### src/rtl/vga_buffer_arbiter_if.sv
// Bus bundle for the VGA frame-buffer arbiter: write side, read side,
// RAM command/data side and status. slave = arbiter, master = its environment.
interface vga_buffer_arbiter_if;
  logic        wr_valid;
  logic        wr_ready;
  logic [7:0]  wr_row;
  logic [8:0]  wr_col;
  logic [11:0] wr_pixel;

  logic        rd_req;
  logic        rd_ready;
  logic [7:0]  rd_row;
  logic [8:0]  rd_col;
  logic        rd_valid;
  logic [11:0] rd_pixel;

  logic [16:0] ram_addr;
  logic        ram_we;
  logic [11:0] ram_wdata;
  logic [11:0] ram_rdata;

  logic        frame_done;
  logic        oob_err;
  logic [16:0] pix_count;

  modport slave (
    input  wr_valid, wr_row, wr_col, wr_pixel,
    output wr_ready,
    input  rd_req, rd_row, rd_col,
    output rd_ready, rd_valid, rd_pixel,
    output ram_addr, ram_we, ram_wdata,
    input  ram_rdata,
    output frame_done, oob_err, pix_count
  );

  modport master (
    output wr_valid, wr_row, wr_col, wr_pixel,
    input  wr_ready,
    output rd_req, rd_row, rd_col,
    input  rd_ready, rd_valid, rd_pixel,
    input  ram_addr, ram_we, ram_wdata,
    output ram_rdata,
    input  frame_done, oob_err, pix_count
  );
endinterface

### src/rtl/vga_buffer_arbiter.sv
// Single-port frame-buffer arbiter: one read or write grant per cycle,
// starvation-forced writes, 2-edge read latency, frame/oob status.
// Ports: clk, rst (async, active-high), bus (vga_buffer_arbiter_if.slave).
module vga_buffer_arbiter #(
  parameter int IMAGE_ROW    = 240,
  parameter int IMAGE_COL    = 320,
  parameter int STARVE_LIMIT = 8
) (
  input logic                 clk,
  input logic                 rst,
  vga_buffer_arbiter_if.slave bus
);

  typedef enum logic [1:0] {IDLE, RD, WR} state_t;

  localparam logic [8:0]  ROW_LIM = 9'(IMAGE_ROW);
  localparam logic [9:0]  COL_LIM = 10'(IMAGE_COL);
  localparam logic [16:0] COLS    = 17'(IMAGE_COL);
  localparam logic [16:0] LAST    = 17'(IMAGE_ROW * IMAGE_COL - 1);
  localparam logic [4:0]  S_LIM   = 5'(STARVE_LIMIT - 1);

  state_t      state;
  logic [4:0]  starve_cnt;
  logic        force_wr;
  logic        rd_zero1;
  logic        rd_p2;
  logic        rd_zero2;

  logic [16:0] wr_addr;
  logic [16:0] rd_addr;
  logic        wr_in;
  logic        rd_in;
  logic        wr_acc;
  logic        rd_acc;

  assign wr_addr = 17'(bus.wr_row) * COLS + 17'(bus.wr_col);
  assign rd_addr = 17'(bus.rd_row) * COLS + 17'(bus.rd_col);

  assign wr_in = ({1'b0, bus.wr_row} < ROW_LIM)
              && ({1'b0, bus.wr_col} < COL_LIM);
  assign rd_in = ({1'b0, bus.rd_row} < ROW_LIM)
              && ({1'b0, bus.rd_col} < COL_LIM);

  // Grants are gated by rst so nothing is granted while in reset.
  assign bus.rd_ready = ~rst & bus.rd_req & ~force_wr;
  assign bus.wr_ready = ~rst & ~bus.rd_ready;

  assign rd_acc = bus.rd_req & bus.rd_ready;
  assign wr_acc = bus.wr_valid & bus.wr_ready;

  always_ff @(posedge clk or posedge rst) begin
    if (rst) begin
      state         <= IDLE;
      bus.ram_we    <= 1'b0;
      bus.ram_addr  <= '0;
      bus.ram_wdata <= '0;
      bus.rd_valid  <= 1'b0;
      bus.rd_pixel  <= '0;
      bus.frame_done <= 1'b0;
      bus.oob_err   <= 1'b0;
      bus.pix_count <= '0;
      starve_cnt    <= '0;
      force_wr      <= 1'b0;
      rd_zero1      <= 1'b0;
      rd_p2         <= 1'b0;
      rd_zero2      <= 1'b0;
    end else begin
      state          <= IDLE;
      bus.ram_we     <= 1'b0;
      bus.frame_done <= 1'b0;

      if (rd_acc) begin
        // Out-of-range reads still occupy the RD slot but leave the
        // RAM address alone; their data is zeroed at capture.
        state    <= RD;
        rd_zero1 <= ~rd_in;
        if (rd_in)
          bus.ram_addr <= rd_addr;
      end else if (wr_acc) begin
        if (wr_in) begin
          state         <= WR;
          bus.ram_we    <= 1'b1;
          bus.ram_addr  <= wr_addr;
          bus.ram_wdata <= bus.wr_pixel;
          if (bus.pix_count == LAST) begin
            bus.pix_count  <= '0;
            bus.frame_done <= 1'b1;
          end else begin
            bus.pix_count <= bus.pix_count + 17'd1;
          end
        end else begin
          bus.oob_err <= 1'b1;
        end
      end

      // Read return: address registered at k, RAM data at k+1,
      // captured at k+2.
      rd_p2    <= (state == RD);
      rd_zero2 <= rd_zero1;
      bus.rd_valid <= rd_p2;
      if (rd_p2)
        bus.rd_pixel <= rd_zero2 ? 12'h000 : bus.ram_rdata;

      if (wr_acc || !bus.wr_valid)
        starve_cnt <= '0;
      else if (starve_cnt != 5'h1f)
        starve_cnt <= starve_cnt + 5'd1;

      if (wr_acc)
        force_wr <= 1'b0;
      else if (bus.wr_valid && !bus.wr_ready && starve_cnt == S_LIM)
        force_wr <= 1'b1;
    end
  end

endmodule

### src/flat_wrapper.sv
// flat-port wrapper written by rule: the top's interface ports become plain ports
module vga_buffer_arbiter_flat 
#(
  parameter int IMAGE_ROW    = 240,
  parameter int IMAGE_COL    = 320,
  parameter int STARVE_LIMIT = 8
)
  (clk, rst, bus_wr_valid, bus_wr_row, bus_wr_col, bus_wr_pixel, bus_wr_ready, bus_rd_req, bus_rd_row, bus_rd_col, bus_rd_ready, bus_rd_valid, bus_rd_pixel, bus_ram_addr, bus_ram_we, bus_ram_wdata, bus_ram_rdata, bus_frame_done, bus_oob_err, bus_pix_count);
  vga_buffer_arbiter_if bus_i ();
  input logic clk;
  input logic rst;
  input wire logic [$bits(bus_i.wr_valid)-1:0] bus_wr_valid;
  input wire logic [$bits(bus_i.wr_row)-1:0] bus_wr_row;
  input wire logic [$bits(bus_i.wr_col)-1:0] bus_wr_col;
  input wire logic [$bits(bus_i.wr_pixel)-1:0] bus_wr_pixel;
  output wire logic [$bits(bus_i.wr_ready)-1:0] bus_wr_ready;
  input wire logic [$bits(bus_i.rd_req)-1:0] bus_rd_req;
  input wire logic [$bits(bus_i.rd_row)-1:0] bus_rd_row;
  input wire logic [$bits(bus_i.rd_col)-1:0] bus_rd_col;
  output wire logic [$bits(bus_i.rd_ready)-1:0] bus_rd_ready;
  output wire logic [$bits(bus_i.rd_valid)-1:0] bus_rd_valid;
  output wire logic [$bits(bus_i.rd_pixel)-1:0] bus_rd_pixel;
  output wire logic [$bits(bus_i.ram_addr)-1:0] bus_ram_addr;
  output wire logic [$bits(bus_i.ram_we)-1:0] bus_ram_we;
  output wire logic [$bits(bus_i.ram_wdata)-1:0] bus_ram_wdata;
  input wire logic [$bits(bus_i.ram_rdata)-1:0] bus_ram_rdata;
  output wire logic [$bits(bus_i.frame_done)-1:0] bus_frame_done;
  output wire logic [$bits(bus_i.oob_err)-1:0] bus_oob_err;
  output wire logic [$bits(bus_i.pix_count)-1:0] bus_pix_count;
  assign bus_i.wr_valid = bus_wr_valid;
  assign bus_i.wr_row = bus_wr_row;
  assign bus_i.wr_col = bus_wr_col;
  assign bus_i.wr_pixel = bus_wr_pixel;
  assign bus_wr_ready = bus_i.wr_ready;
  assign bus_i.rd_req = bus_rd_req;
  assign bus_i.rd_row = bus_rd_row;
  assign bus_i.rd_col = bus_rd_col;
  assign bus_rd_ready = bus_i.rd_ready;
  assign bus_rd_valid = bus_i.rd_valid;
  assign bus_rd_pixel = bus_i.rd_pixel;
  assign bus_ram_addr = bus_i.ram_addr;
  assign bus_ram_we = bus_i.ram_we;
  assign bus_ram_wdata = bus_i.ram_wdata;
  assign bus_i.ram_rdata = bus_ram_rdata;
  assign bus_frame_done = bus_i.frame_done;
  assign bus_oob_err = bus_i.oob_err;
  assign bus_pix_count = bus_i.pix_count;
  vga_buffer_arbiter #(.IMAGE_ROW(IMAGE_ROW), .IMAGE_COL(IMAGE_COL), .STARVE_LIMIT(STARVE_LIMIT)) u_core (.clk(clk), .rst(rst), .bus(bus_i));
endmodule
### config.mk
export PLATFORM = sky130hd
export DESIGN_NAME = vga_buffer_arbiter_flat
export DESIGN_NICKNAME = d
export VERILOG_FILES = /design/src/rtl/vga_buffer_arbiter_if.sv /design/src/rtl/vga_buffer_arbiter.sv /design/src/flat_wrapper.sv
export SDC_FILE = /design/constraint.sdc
export NUM_CORES = 1
export LEC_CHECK = 0
export ABC_AREA = 0
export BUFFER_PORTS_ARGS = -buffer_cell sky130_fd_sc_hd__buf_2
export CORE_MARGIN = 3
export CORE_UTILIZATION = 50
export CTS_CLUSTER_DIAMETER = 50
export DETAILED_ROUTE_END_ITERATION = 8
export PLACE_DENSITY = 0.84
export SYNTH_ARGS = -nofsm -noshare
export SYNTH_HDL_FRONTEND = slang
export SYNTH_SLANG_ARGS = --single-unit
### constraint.sdc
create_clock -name clk -period 2.67 [get_ports clk]
set_clock_uncertainty 0.2 [all_clocks]
set_input_delay 0.267 -clock clk [delete_from_list [all_inputs] [get_ports clk]]
set_output_delay 0.267 -clock clk [all_outputs]
set_load 0.03 [all_outputs]
==> results of run 1 <==
sequential cells by signal, summed over array words and instances, names as in the netlist:
| register | flops |
|---|---|
| u_core.bus.ram_we | 1 |
| u_core.force_wr | 1 |
| u_core.starve_cnt | 5 |
| u_core.rd_zero2 | 1 |
| u_core.bus.pix_count | 17 |
| u_core.bus.rd_valid | 1 |
| u_core.bus.frame_done | 1 |
| u_core.bus.rd_pixel | 12 |
| u_core.bus.ram_wdata | 12 |
| u_core.state | 1 |
| u_core.rd_zero1 | 1 |
| u_core.rd_p2 | 1 |
| u_core.bus.ram_addr | 17 |
| u_core.bus.oob_err | 1 |
Yosys cell counts, types with 3 or more instances:
master / n / area (sq um)
nand2_1: 76 / 285
dfrtp_1: 72 / 1800
nor2_1: 44 / 165
o21ai_0: 39 / 195
ha_1: 33 / 413
inv_1: 26 / 97.6
xnor2_1: 20 / 175
a21oi_1: 16 / 80.1
mux2i_1: 12 / 120
xor2_1: 11 / 96.3
nor3_1: 9 / 45.0
nand4_1: 8 / 50.1
clkbuf_1: 7 / 26.3
nand3_1: 7 / 35.0
nor2b_1: 7 / 43.8
a211oi_1: 5 / 37.5
and3_1: 5 / 31.3
fa_1: 4 / 80.1
o21ai_1: 4 / 20.0
a211oi_2: 3 / 37.5
a21o_1: 3 / 22.5
and2_1: 3 / 18.8
and4_1: 3 / 26.3
o21a_1: 3 / 22.5
o31ai_1: 3 / 22.5
or3_1: 3 / 18.8
layout make-up:
class	count	area, sq um
clock buffer	12	155
clock inverter	3	17.5
fill	624	2590
inverter	26	97.6
multi-input combinational	352	2350
sequential	72	1800
tap	105	131
timing repair buffer	179	1110
power groups by stage:
stage,Clock [W],Sequential [W],Combinational [W]
2_1_floorplan,0,0.00169,0.000515
3_3_place_gp,0,0.00138,0.00122
3_5_place_dp,0,0.00139,0.00126
4_1_cts,0.000778,0.00137,0.00129
5_1_grt,0.000831,0.00139,0.00141
6_report,0.000757,0.00137,0.00130
through the flow:
step / TNS (ns) / worst slack [ns]
after CTS: 0 / 0.150
after global routing: -0.0416 / -0.0364
after detailed placement: -0.637 / -0.221
after floorplan: 0 / 0.00317
final: 0 / 0.129
after global placement: -0.285 / -0.127
logic make-up after synthesis:
family / after synthesis / synth area share
simple gates: 179 / 0.195
compound gates: 91 / 0.133
flops: 72 / 0.420
buf+inv: 39 / 0.0394
fa+ha+maj: 37 / 0.115
xor+xnor: 32 / 0.0671
mux: 13 / 0.0306
metal layers:
layer,vias up,part of all wire
met5,-,0
met4,0,0.028
met3,24,0.057
met2,135,0.51
met1,1842,0.41
li1,1946,-
worst max-delay path: cells and delay by family:
family | cells | cell delay [ns]
fa+ha+maj | 3 | 0.89
buf+inv | 2 | 0.25
simple gates | 2 | 0.18
xor+xnor | 2 | 0.36
compound gates | 3 | 0.64
path summary, 6_finish.rpt:
check	endpoint	depth (start not counted)	startpoint	slack [ns]
max	u_core.bus.ram_addr[15]	12	bus_rd_row[1]	0.13
min in group asynchronous	u_core.force_wr	3	rst	0.40
min	u_core.bus.ram_addr[1]	3	bus_rd_col[1]	0.02
max in group asynchronous	u_core.bus.rd_pixel[5]	4	rst	1.24
max reg2reg	u_core.bus.ram_addr[14]	7	u_core.force_wr	0.40
min reg2reg	u_core.rd_zero2	0	u_core.rd_zero1	0.18
what timing repair did:
action | in CTS | in global routing
setup endpoints to repair | 0 | 1
hold buffers | 25 | 0
endpoints found under the hold margin | 51 | 0
gates resized for setup | 0 | 1
==> flow_summary.yaml, run 1 <==
worst_setup_path:
  cp-start-kind: "input port"
  worstSetupPathType: "input port to flop"
  crit_chain: "buf_2 -> ha_1 -> ha_1 -> fa_1 -> a211oi_1 -> nor2_1 -> xor2_1 -> buf_4 -> nand3_1 -> xor2_1 -> a21oi_1 -> o21a_1"
  cpPeakStageDelay_ns: 0.39
  cp_slowest_cell: "fa_1"
  endpoint_kind: "flop"
  cp_max_fo: 2
  worstPathArrival_ns: 2.62
  crit_required_ns: 2.75
worst_hold_path:
  worstHoldPathType: "input port to flop"
routing:
  totalWireLength_microns: 11000
  first_iter_violations: 152
  viasPerCell: 5.27
  drc: 0
  avgRoutedWirePerCell_microns: 14.7
  route.vias.total: 3947
  ant_nets: 0
  drt_pre_antenna_iters: 5
logic_synthesis:
  ys_seq_area_frac: 0.420
  ys_ff_latch: 72
  synthDistinctLibCells: 58
  synth_warnings: 0
  synth_area_per_cell_sq_um: 9.26
  synth_area_sq_um: 4290
  syn_inst: 463
  synth-edff-count: 0
  synth_nets: 562
  synthFlopType: "dfrtp_1"
  async_reset_ff_frac: 1.00
power_and_ir_drop:
  combPwrFrac: 0.378
  clkPwrFrac: 0.221
  seq_power_share: 0.401
  p_sw_w: 0.00131
  ir_worst_vdd_mv: 0.248
  p_int_w: 0.00212
  total_power_w: 0.00343
  swShare: 0.381
  power_leakage_nw: 2.85
  p_per_area_nw_per_um2: 605
cells_and_area:
  final_cell_area_sq_um: 5660
  areaGrowthSynthToFinish_pct: 32.1
  final_layout_size_suffix_gt1_frac: 0.289
  antenna_cells: 0
  final_util: 0.686
  fin_nets: 739
  final_cells: 749
  final_cell_mix: "buf_2, nand2_1, dfrtp_1, nor2_1, o21ai_0"
  final_common_cell: "buf_2"
timing:
  hold_viol: 0
  setup-violations-final: 0
  slew_headroom: 0.552
  fmax_ghz: 0.394
  rsz0062_at_grt: "yes"
  period_minus_slack_ns: 2.54
  slew_viol_final: 0
  tightest_slew_ns: 0.670
  whs_ns: 0.0198
  min_period_over_period: 0.952
status:
  status: "completed"
job:
  max-cap-violations: 0
global_route:
  use_met2: 0.414
  use_met3: 0.0460
  use_met1: 0.267
  grt_pass1_vias: 4021
  busiest_layer: "met2"
  grt_use_total: 0.231
  grt_max_degree: 46
  grt_antenna_before_repair: 0
  grt_first_pass_wirelength_microns: 18400
  grt-ovfl-total: 0
place:
  port_buffers: 125
  dpl_cell_area_sq_um: 5230
  hpwl_microns: 8170
  dp.cells: 709
  place.gp.congestion: 0.879
die:
  design.core.area_sq_um: 8260
  start_util: 0.519
  io_pins: 126
  fp-row-count: 33
  die_area_sq_um: 9720
  die_y_microns: 98.6
  die_w_microns: 98.6
clock_tree:
  clk_pin_slew_ns: 0.07
  htree_levels: 3
  cts_tree: "yes"
  postCtsSetupRepairBufs: 0
  cts_buffer_depth: 2
  cts_buffers: 9
  clock_latency_ns: 0.34
  cts_sinks: 72
  cts-root-buf: "clkbuf_8"
Note: power is estimated with default switching activity, not from simulation.
==> run 2, diff against run 1 <==
- CORE_UTILIZATION: 50 -> 35
- PLACE_DENSITY: 0.84 -> 0.64
==> run 2 against run 1 <==
Cell count is 5.3% higher. Routed wire length is 0.54% lower. Clock power is 60% higher. Critical endpoint unchanged. Largest cell class unchanged. Largest power group unchanged.
==> flow_summary.yaml, run 2 (synthesized netlist as in run 1, its figures left out) <==
place:
  port_buffers: 125
  place.gp.congestion: 0.779
  hpwl_microns: 8300
die:
  die_w_microns: 117
  die_area_sq_um: 13600
  io_pins: 126
  start_util: 0.366
  fp-row-count: 39
  die_y_microns: 117
  design.core.area_sq_um: 11700
clock_tree:
  cts_buffer_depth: 2
  cts_sinks: 72
  clock_latency_ns: 0.33
  cts_tree: "yes"
  cts_buffers: 9
  cts-root-buf: "clkbuf_16"
  htree_levels: 3
  clk_pin_slew_ns: 0.06
cells_and_area:
  reg.largest.list: "u_core.bus.pix_count: 17 flops, u_core.bus.ram_addr: 17 flops"
  final_layout_size_suffix_gt1_frac: 0.291
  final-seq-area_sq_um: 1800
  multiInputGateArea_sq_um: 2350
  final_common_cell: "buf_2"
  fin_nets: 741
  antenna_cells: 0
  areaGrowthSynthToFinish_pct: 36.4
  fill_cells: 1088
  final_cell_mix: "buf_2, nand2_1, dfrtp_1, nor2_1, o21ai_0"
worst_setup_path:
  crit_chain: "buf_2 -> ha_1 -> ha_1 -> fa_1 -> buf_4 -> xor2_1 -> o211ai_1 -> nor3b_2 -> nand3_1 -> xor2_1 -> a21oi_1 -> o21a_1"
  worstPathArrival_ns: 2.61
  worstSetupPathType: "input port to flop"
  path_depth: 12
  r2r_cells: 6
  cp_max_fo: 2
  path_delay_family: "adder cells"
  cp_slowest_cell: "fa_1"
  worst-path-buf-inv: 2
  endpoint_kind: "flop"
  cpPeakStageDelay_ns: 0.40
  crit_required_ns: 2.74
  cp-start-kind: "input port"
global_route:
  grt-ovfl-total: 0
  grt_antenna_before_repair: 0
  grt_use_total: 0.164
  grt_first_pass_wirelength_microns: 17700
  grt_pass1_vias: 3901
  grt_max_degree: 42
timing:
  whs_ns: 0.0278
  hold_viol: 0
  setup-violations-final: 0
  tightest_slew_ns: 0.714
  slew_viol_final: 0
  rsz0062_at_grt: "yes"
  min_period_over_period: 0.952
  period_minus_slack_ns: 2.54
  fmax_ghz: 0.393
  slew_headroom: 0.523
routing:
  viasPerCell: 4.91
  first_iter_violations: 232
  drt_pre_antenna_iters: 4
  avgRoutedWirePerCell_microns: 13.9
  totalWireLength_microns: 10900
  route.vias.total: 3872
  drc: 0
  ant_nets: 0
power_and_ir_drop:
  power_leakage_nw: 2.92
  total_power_w: 0.00387
  ir_worst_vdd_mv: 0.287
  p_per_area_nw_per_um2: 662
worst_hold_path:
  hold_depth: 3
  worstHoldPathType: "input port to flop"
status:
  status: "completed"
job:
  max-cap-violations: 0
[run 2: cell types whose count changed in the layout (fill, tap and decap cells not counted)]
| cell | previous run | this run |
|---|---|---|
| clkbuf_16 | 0 | 9 |
| clkbuf_8 | 11 | 3 |
| buf_4 | 28 | 31 |
| clkinv_2 | 2 | 0 |
| buf_12 | 1 | 0 |
| bufinv_16 | 0 | 1 |
[run 2: power breakdown]
group          leakage [nW]  switching (W)  internal [W]  total, W
clock                 0.148       0.000421      0.000794   0.00121
sequential            0.910       0.000117       0.00126   0.00137
combinational          1.86       0.000800      0.000482   0.00128
[run 2: worst paths after layout]
| path | start | slack, ns | to |
|---|---|---|---|
| max | bus_rd_row[1] | 0.13 | u_core.bus.ram_addr[15] |
| min | bus_wr_col[0] | 0.03 | u_core.bus.ram_addr[0] |
| max reg2reg | u_core.force_wr | 0.48 | u_core.bus.ram_addr[14] |
| min reg2reg | u_core.rd_zero1 | 0.18 | u_core.rd_zero2 |
| max in group asynchronous | rst | 1.40 | u_core.bus.rd_pixel[5] |
| min in group asynchronous | rst | 0.45 | u_core.bus.pix_count[1] |
[run 2: metal layers]
layer	vias to the layer above	GRT usage	wire (microns)	part of all wire
met1	1797	0.201	4890	0.45
met3	13	0.0332	549	0.050
li1	1956	-	-	-
met2	106	0.284	5320	0.49
met5	-	0	0	0
met4	0	0.0573	187	0.017
[run 2: worst register-to-register path: cells and delay by family, from the launching register on]
family	cells	cell delay [ns]
AND/OR/NAND/NOR	3	1.06
buffers and inverters	1	0.19
AO/OA/AOI/OAI	2	0.29
flip-flops	1	0.38
[run 2: cell type report]
| cell class | instances | area share |
|---|---|---|
| flip-flops and latches | 72 | 0.308 |
| repair buffers | 181 | 0.190 |
| clock buffers | 13 | 0.0462 |
| well taps | 143 | 0.0306 |
| clock inverters | 2 | 0.00642 |
| multi-input cells | 352 | 0.402 |
| inverters | 26 | 0.0167 |
[run 2: metrics by stage]
step | worst slack, ns | cell area (sq um) | setup TNS, ns | utilization | std cells
floorplan | 0.00317 | 4320 | 0 | - | 463
global placement | -0.172 | 5280 | -0.414 | 0.451 | 749
detailed placement | -0.222 | 5280 | -0.666 | 0.451 | 749
CTS | 0.129 | 5840 | 0 | 0.499 | 789
global route | -0.0337 | 5850 | -0.0337 | 0.499 | 789
finish | 0.128 | 5850 | 0 | 0.499 | 789
[run 2: what timing repair did]
| action | 4_1_cts | 5_1_grt |
|---|---|---|
| setup buffers | 0 | 0 |
| endpoints found under the hold margin | 96 | 0 |
| endpoints found under the setup margin | 0 | 2 |
| hold buffers | 25 | 0 |
| resized for setup | 0 | 1 |
==> run 3, diff against run 2 <==
- CORE_MARGIN: 3 -> 5
- clock period: 2.67 -> 3.1 ns (I/O delays scaled with it)
==> run 3 against run 2 <==
The run now ends with negative hold slack left. Routed wire length is essentially flat. Count of clock-buffer cells in the layout decreased by 4. Sequential power down 14%. Sequential cell count stayed put. Via count decreased by 2.4%. Largest power group unchanged.
==> flow_summary.yaml, run 3 (synthesized netlist as in run 1, its figures left out) <==
routing:
  route.vias.total: 3779
  drt_pre_antenna_iters: 4
  ant_nets: 0
  avgRoutedWirePerCell_microns: 14.4
  totalWireLength_microns: 11000
  drc: 0
  first_iter_violations: 211
  viasPerCell: 4.98
global_route:
  grt_first_pass_wirelength_microns: 18000
  grt_antenna_before_repair: 0
  grt_max_degree: 38
  grt_pass1_vias: 3833
  grt_use_total: 0.151
  grt-ovfl-total: 0
die:
  die_w_microns: 121
  io_pins: 126
  start_util: 0.357
  die_area_sq_um: 14600
  fp-row-count: 40
  die_y_microns: 121
  design.core.area_sq_um: 12000
worst_setup_path:
  r2r-start: "u_core.force_wr"
  cp_max_fo: 5
  worstSetupPathType: "input port to flop"
  crit_required_ns: 3.11
  cp-start-kind: "input port"
  r2r_cells: 6
  endpoint_kind: "flop"
  r2r_slack_ns: 0.80
  reg2reg_to: "u_core.bus.ram_addr[2]"
  worstPathArrival_ns: 2.73
timing:
  fmax_ghz: 0.367
  setup-violations-final: 0
  tightest_slew_ns: 0.848
  period_minus_slack_ns: 2.73
  rsz0062_at_grt: "no"
  hold_viol: 2
  setup-tns-final_ns: 0
  whs_ns: -0.00518
  min_period_over_period: 0.880
  slew_headroom: 0.434
  slew_viol_final: 0
status:
  violations: "negative hold slack"
  status: "finished with violations"
place:
  place.gp.congestion: 0.867
  hpwl_microns: 8240
  port_buffers: 125
clock_tree:
  cts_buffer_depth: 2
  cts_sinks: 72
  postCtsSetupRepairBufs: 0
  cts_resized: 0
  clock_latency_ns: 0.33
  htree_levels: 3
  cts-root-buf: "clkbuf_16"
  clk_pin_slew_ns: 0.07
  cts_buffers: 9
  cts_tree: "yes"
  ctsHoldBuffers: 16
power_and_ir_drop:
  total_power_w: 0.00336
  p_per_area_nw_per_um2: 604
  ir_worst_vdd_mv: 0.203
  power_leakage_nw: 2.76
cells_and_area:
  reg.largest.list: "u_core.bus.pix_count: 17 flops, u_core.bus.ram_addr: 17 flops"
  final_layout_size_suffix_gt1_frac: 0.263
  areaGrowthSynthToFinish_pct: 29.8
  antenna_cells: 0
  final_common_cell: "buf_2"
  fin_nets: 706
  final_cell_mix: "buf_2, nand2_1, dfrtp_1, nor2_1, o21ai_0"
job:
  max-cap-violations: 0
worst_hold_path:
  worstHoldPathType: "input port to asynchronous set/reset pin"
==> run 3: final cells by class <==
cell class,count,area (sq um)
Sequential cell,72,1800
Timing Repair Buffer,146,836
Clock inverter,7,104
Fill cell,1183,6450
Inverter,26,97.6
Clock buffer,9,225
Tap cell,147,184
Multi-Input combinational cell,352,2320
==> run 3: how the worst max path moves through the flow <==
stage | from | end | slack (ns) | depth (start not counted)
global placement | bus_wr_row[1] | u_core.bus.ram_addr[14] | 0.08 | 10
floorplan | bus_wr_row[1] | u_core.bus.ram_addr[14] | 0.29 | 9
global route | bus_wr_row[1] | u_core.bus.ram_addr[14] | 0.23 | 10
CTS | bus_wr_row[1] | u_core.bus.ram_addr[14] | 0.36 | 10
finish | bus_wr_row[1] | u_core.bus.ram_addr[14] | 0.37 | 10
detailed placement | bus_wr_row[1] | u_core.bus.ram_addr[14] | 0.02 | 10
==> run 3: worst max-delay path, cell delays in order <==
cell	delay, ns
buf_2	0.12
ha_1	0.30
ha_1	0.24
fa_1	0.43
xor2_2	0.21
o2111ai_2	0.21
or3_1	0.34
a221o_1	0.36
xnor2_1	0.14
o21ai_1	0.07
==> run 3: routing by layer <==
metal / wire length [microns] / track usage
met1: 5000 / 0.192
met2: 5170 / 0.254
met3: 550 / 0.0299
met4: 233 / 0.0531
met5: 0 / 0
==> run 3: through the flow <==
stage | util | setup WS, ns | hold slack, ns | cell area, sq um | cells
floorplan | - | 0.290 | 0.154 | 4290 | 463
global placement | 0.423 | 0.0755 | 0.170 | 5080 | 727
detailed placement | 0.423 | 0.0154 | 0.168 | 5080 | 727
CTS | 0.463 | 0.360 | 0.00334 | 5570 | 759
global route | 0.463 | 0.229 | 0.00982 | 5570 | 759
finish | 0.463 | 0.372 | -0.00518 | 5570 | 759
==> run 3: power by group <==
group	total [W]	internal (W)	leakage, nW	switching (W)
registers	0.00118	0.00108	0.910	0.0000981
clock network	0.00115	0.000715	0.154	0.000435
logic	0.00103	0.000362	1.70	0.000671
